`src/rtl/crossing_arbiter.sv`:
```
// Pedestrian-walk and emergency-preemption arbiter sitting between the debounced
// board inputs and the traffic-light controller's hold/force inputs.
module crossing_arbiter #(
    parameter int WALK_LEN = 5,
    parameter int EMG_MAX  = 15
) (
    input  logic       clk_i,
    input  logic       rst_ni,
    input  logic       tick_i,
    input  logic [2:0] phase_i,
    input  logic [1:0] ped_req_i,
    input  logic [1:0] emg_req_i,
    output logic       hold_o,
    output logic       force_o,
    output logic [2:0] force_phase_o,
    output logic [1:0] walk_o,
    output logic [1:0] wait_o,
    output logic       busy_o
);

    localparam logic [1:0] S_IDLE = 2'd0;
    localparam logic [1:0] S_WALK = 2'd1;
    localparam logic [1:0] S_EMG  = 2'd2;
    localparam logic [1:0] S_LOCK = 2'd3;

    localparam logic [3:0] WALK_LIM = 4'(WALK_LEN);
    localparam logic [3:0] EMG_LIM  = 4'(EMG_MAX);

    logic [1:0] pedMeta_q, pedSync_q, pedPrev_q;
    logic [1:0] emgMeta_q, emgSync_q;
    logic [1:0] pedRise;

    logic [1:0] state_q, state_d;
    logic       road_q, road_d;
    logic       rr_q, rr_d;
    logic [3:0] wcnt_q, wcnt_d;
    logic [1:0] pending_q, pending_d;

    logic [3:0] wcntInc;
    logic [3:0] entryCnt;
    logic       emgWin;

    always_ff @(posedge clk_i or negedge rst_ni) begin
        if (!rst_ni) begin
            pedMeta_q <= 2'b00;
            pedSync_q <= 2'b00;
            pedPrev_q <= 2'b00;
            emgMeta_q <= 2'b00;
            emgSync_q <= 2'b00;
        end else begin
            pedMeta_q <= ped_req_i;
            pedSync_q <= pedMeta_q;
            pedPrev_q <= pedSync_q;
            emgMeta_q <= emg_req_i;
            emgSync_q <= emgMeta_q;
        end
    end

    assign pedRise  = pedSync_q & ~pedPrev_q;
    assign wcntInc  = tick_i ? ((wcnt_q == 4'hF) ? 4'hF : wcnt_q + 4'd1) : wcnt_q;
    assign entryCnt = tick_i ? 4'd1 : 4'd0;
    // On a simultaneous request the road that was not served last time wins.
    assign emgWin   = emgSync_q[1] & (~emgSync_q[0] | ~rr_q);

    always_comb begin
        state_d   = state_q;
        road_d    = road_q;
        rr_d      = rr_q;
        wcnt_d    = wcnt_q;
        pending_d = pending_q | pedRise;
        case (state_q)
            S_IDLE: begin
                wcnt_d = 4'd0;
                if (|emgSync_q) begin
                    state_d = S_EMG;
                    road_d  = emgWin;
                    rr_d    = emgWin;
                    wcnt_d  = entryCnt;
                end else if (pending_q[1] && phase_i == 3'd0) begin
                    state_d = S_WALK;
                    road_d  = 1'b1;
                    wcnt_d  = entryCnt;
                end else if (pending_q[0] && phase_i == 3'd3) begin
                    state_d = S_WALK;
                    road_d  = 1'b0;
                    wcnt_d  = entryCnt;
                end
            end
            S_WALK: begin
                if (|emgSync_q) begin
                    state_d = S_EMG;
                    road_d  = emgWin;
                    rr_d    = emgWin;
                    wcnt_d  = entryCnt;
                end else if (wcntInc >= WALK_LIM) begin
                    state_d           = S_IDLE;
                    pending_d[road_q] = 1'b0;
                    wcnt_d            = 4'd0;
                end else begin
                    wcnt_d = wcntInc;
                end
            end
            S_EMG: begin
                if (!emgSync_q[road_q]) begin
                    state_d = S_IDLE;
                    wcnt_d  = 4'd0;
                end else if (wcntInc >= EMG_LIM) begin
                    state_d = S_LOCK;
                    wcnt_d  = 4'd0;
                end else begin
                    wcnt_d = wcntInc;
                end
            end
            S_LOCK: begin
                if (emgSync_q[~road_q]) begin
                    state_d = S_EMG;
                    road_d  = ~road_q;
                    rr_d    = ~road_q;
                    wcnt_d  = entryCnt;
                end else if (!emgSync_q[road_q]) begin
                    state_d = S_IDLE;
                end
            end
            default: begin
                state_d = S_IDLE;
                wcnt_d  = 4'd0;
            end
        endcase
    end

    // Outputs are registered from the next-state values so they change with the state.
    always_ff @(posedge clk_i or negedge rst_ni) begin
        if (!rst_ni) begin
            state_q       <= S_IDLE;
            road_q        <= 1'b0;
            rr_q          <= 1'b1;
            wcnt_q        <= 4'd0;
            pending_q     <= 2'b00;
            hold_o        <= 1'b0;
            force_o       <= 1'b0;
            force_phase_o <= 3'd0;
            walk_o        <= 2'b00;
            busy_o        <= 1'b0;
        end else begin
            state_q       <= state_d;
            road_q        <= road_d;
            rr_q          <= rr_d;
            wcnt_q        <= wcnt_d;
            pending_q     <= pending_d;
            hold_o        <= (state_d == S_WALK) || (state_d == S_EMG);
            force_o       <= (state_d == S_EMG);
            force_phase_o <= (state_d == S_EMG && road_d) ? 3'd3 : 3'd0;
            walk_o        <= (state_d == S_WALK) ? (road_d ? 2'b10 : 2'b01) : 2'b00;
            busy_o        <= (state_d != S_IDLE);
        end
    end

    assign wait_o = pending_q;

endmodule

```
`config.mk`:
```
export PLATFORM = sky130hd
export DESIGN_NAME = crossing_arbiter
export DESIGN_NICKNAME = d
export VERILOG_FILES = /design/src/rtl/crossing_arbiter.sv
export SDC_FILE = /design/constraint.sdc
export NUM_CORES = 1
export LEC_CHECK = 0
export BUFFER_PORTS_ARGS = -buffer_cell sky130_fd_sc_hd__buf_2
export CAP_MARGIN = 20
export CORE_ASPECT_RATIO = 1.75
export CORE_MARGIN = 3
export CORE_UTILIZATION = 50
export CTS_BUF_LIST = sky130_fd_sc_hd__clkbuf_4 sky130_fd_sc_hd__clkbuf_8 sky130_fd_sc_hd__clkbuf_16
export DETAILED_ROUTE_END_ITERATION = 6
export GPL_ROUTABILITY_DRIVEN = 1
export PLACE_DENSITY = 0.73
export SYNTH_ARGS = -nofsm -noshare
export SYNTH_HDL_FRONTEND = slang
export SYNTH_SLANG_ARGS = --single-unit
```
`constraint.sdc`:
```
create_clock -name clk_i -period 1.9 [get_ports clk_i]
set_input_delay 0.19 -clock clk_i [delete_from_list [all_inputs] [get_ports clk_i]]
set_output_delay 0.19 -clock clk_i [all_outputs]
set_load 0.005 [all_outputs]
```
==> impl_metrics.tcl <==
set metrics [dict create \
    critical_path.startpoint_type "flop" \
    crit_path_top_delay_cell "sky130_fd_sc_hd__dfrtp_1" \
    cp-startpoint "wcnt_q[0]" \
    endpoint_kind "flop" \
    hold_path.class "in2reg" \
    synth_largest_area_cell "sky130_fd_sc_hd__dfrtp_1" \
    area.growth.synth_to_final_pct 12.08 \
    dieHeight_microns 74.13 \
    grt-busiest-layer "met2" \
    leakagePower_nw 0.6685 \
    count_of_flip_flops_with_a_built_in_enable_after_synthesis 0 \
    maxSlewViolCount 0 \
    skew_ns 0.001191 \
    synth_sequential_area_ratio_pct 49.15 \
    tritoncts_num_sinks 26 \
    clock_tree.htree_level_count 1 \
    top_level_ports 20 \
    postSynthAreaPerCell_sq_um 10.05 \
    worstPathCellList "ha_2 > and3_4 > o32a_4 > a211oi_2 > a31oi_2 > nor2_1" \
    leading_cell_types_by_count_after_synthesis "25 x sky130_fd_sc_hd__dfrtp_1, 13 x sky130_fd_sc_hd__nand2_1, 12 x sky130_fd_sc_hd__a21oi_1, 7 x sky130_fd_sc_hd__nor2_1" \
    globalRouteMet3Util_pct 3.390 \
    place.detailed.hpwl_microns 2072 \
    critical-path-max-stage-delay_ns 0.40 \
    final_worst_path_period_share_pct 94.38 \
    mappedNetlistNets 143 \
    worst_ep_arrival_time_ns 1.99 \
    drive_gt1_share_pct 23.49 \
    run_status "finished clean" \
    yosys_warnings 0 \
    vdd_ir_drop_max_mv 0.7223 \
    largest_net_degree_at_the_start_of_global_routing 27 \
    fin_cells 175 \
    grt_setup_unrepaired "false" \
    required_ns 2.10 \
    minimum_clock_period_ns 1.793 \
    timing.fmax_mhz 557.7 \
    insertion_delay_ns 0.27 \
    ys_ff_latch 26 \
    timing.hold.worst_path_depth 1 \
    grt_use_met2_pct 32.49 \
    routed-via-count 1094 \
    r2r-start "wcnt_q[0]" \
    first_global_vias 1097 \
    antenna_found_initial 0 \
    cts_setup_buffers 0 \
    initialDrtViolationCount 36 \
    global_route.usage.met1_pct 24.53 \
    syn_area_sq_um 1326 \
    numPortBuffers 18 \
    design.die.area_sq_um 3331 \
    design.final.nets 161 \
    dpl.cell_count 170 \
    post_drt_wl_per_cell_microns 16.37 \
    final.fill_count 217 \
    rr_worst_depth 6 \
    antennaDiodeCount 0 \
    worstMarginPinSlew_ns 0.5622 \
    tritoncts "yes" \
    dominantRegCellSynth "sky130_fd_sc_hd__dfrtp_1" \
    postRouteWirelength_microns 2864 \
    hold_viol_final 0 \
    num_rows 24 \
    root_buffer_selected_by_cts "sky130_fd_sc_hd__clkbuf_8" \
    global_route_wire_length_before_repair_microns 5009 \
    gp_congestion 0.8482 \
    setup_tns_ns 0 \
    slew_headroom_pct 62.52 \
    drtAntennaViolNets 0 \
    numCtsBuffers 3 \
    die_w_microns 44.93 \
    path_max_fanout 7 \
    setup-violations-final 0 \
    most_used_standard_cell_by_instance_count_after_synthesis "sky130_fd_sc_hd__dfrtp_1" \
    start_util_pct 52.58 \
    cts-root-to-sink-buffers 2 \
    power_density_nw_per_um2 1056 \
    synthDistinctLibCells 49 \
    post_drt_via_cell_ratio 6.251 \
    synthesis.instances 132 \
    grt_remaining_overflow 0 \
    core-area_sq_um 2522 \
    async_reset_ff_share_pct 100.0 \
    grt_usage_pct 20.82 \
    path_clk_slew_ns 0.08 \
    timing.hold.ws_ns 0.01828 \
    synthTopCellsByArea "sky130_fd_sc_hd__dfrtp_1 47%, sky130_fd_sc_hd__a21oi_1 4.5%, sky130_fd_sc_hd__nand2_1 3.7%, sky130_fd_sc_hd__a31oi_1 2.4%, sky130_fd_sc_hd__nor2b_1 2.4%" \
    criticalPathCategory "reg2reg" \
    max_cap_viol_count 0 \
    drt_first_pass_iters 4 \
    worst_hold_startpoint "ped_req_i[0]" \
    synth_top_area_share_pct 47.17 \
    drt_drc_violations_left 0 \
]
power breakdown:
group | internal [mW] | switching, mW
registers | 0.644 | 0.101
logic | 0.228 | 0.244
clock network | 0.185 | 0.167
total | 1.06 | 0.512
repair_timing:
item / CTS / global route
hold endpoints to repair: 25 / 0
resized for setup: 0 / 1
hold buffers: 1 / 0
setup endpoints to repair: 0 / 4
layout make-up:
| class | count | area [sq um] | share of cell area (%) |
|---|---|---|---|
| Sequential cell | 26 | 651.9 | 43.86 |
| Multi-Input combinational cell | 91 | 601.8 | 40.49 |
| Timing Repair Buffer | 22 | 122.6 | 8.249 |
| Clock buffer | 4 | 55.05 | 3.704 |
| Tap cell | 26 | 32.53 | 2.189 |
| Inverter | 6 | 22.52 | 1.515 |
placed cells by master (no fill, tap or decap), types with 3 or more instances in the layout:
master                     synthesis  routed
sky130_fd_sc_hd__dfrtp_1          25      25
sky130_fd_sc_hd__buf_2             3      18
sky130_fd_sc_hd__nand2_1          13      13
sky130_fd_sc_hd__a21oi_1          12      12
sky130_fd_sc_hd__nor2_1            7       7
sky130_fd_sc_hd__inv_1             5       5
sky130_fd_sc_hd__a31oi_1           5       5
sky130_fd_sc_hd__nor2b_1           5       5
sky130_fd_sc_hd__nand3b_1          4       4
sky130_fd_sc_hd__clkbuf_8          0       4
sky130_fd_sc_hd__nand4b_1          3       3
sky130_fd_sc_hd__mux2i_1           3       3
sky130_fd_sc_hd__buf_4             2       3
routing by layer:
metal  part of all wire (%)  vias up
li1                       -      504
met5                      0        -
met3                    4.3       12
met2                     53       44
met4                    4.9        0
met1                     38      534
per-stage QoR:
step	utilization, %	total power, mW	setup WS [ns]	area (sq um)
2_1_floorplan	-	1.072	0.1446	1326
5_1_grt	58.93	1.679	0.02894	1486
3_5_place_dp	56.25	1.214	0.03922	1419
4_1_cts	58.83	1.570	0.02220	1484
3_3_place_gp	56.25	1.195	0.1418	1419
6_report	58.93	1.569	0.1068	1486
worst paths after layout:
kind | to | slack [ns]
min reg2reg | pedSync_q[0] | 0.36
max | walk_o[0] | 0.11
max reg2reg | walk_o[0] | 0.11
min | pedMeta_q[0] | 0.02
max in group asynchronous | rr_q | 1.08
min in group asynchronous | pedPrev_q[0] | 0.44
critical path: cells and delay by family (launching register included):
family | cells | cell delay, ns
AOI/OAI and AO/OA | 3 | 0.74
DFF | 1 | 0.40
and+or+nand+nor | 2 | 0.34
adders and majority gates | 1 | 0.24
state kept, by name, summed over array words and instances (netlist names):
register       count
emgSync_q          2
rr_q               1
walk_o             2
hold_o             1
pedPrev_q          2
force_o            1
state_q            2
emgMeta_q          2
wcnt_q             4
wait_o             2
road_q             1
pedSync_q          2
pedMeta_q          2
busy_o             1
force_phase_o      1
cells by family after synthesis:
family                     Yosys count  synth area share (%)
buffers and inverters               15                 5.659
and+or+nand+nor                     46                 19.44
adders and majority gates            1                0.9432
DFF                                 26                 49.15
other                                1                0.2827
muxes                                4                 3.113
AOI/OAI and AO/OA                   39                 21.42
Power figures use the tool's default switching activity.
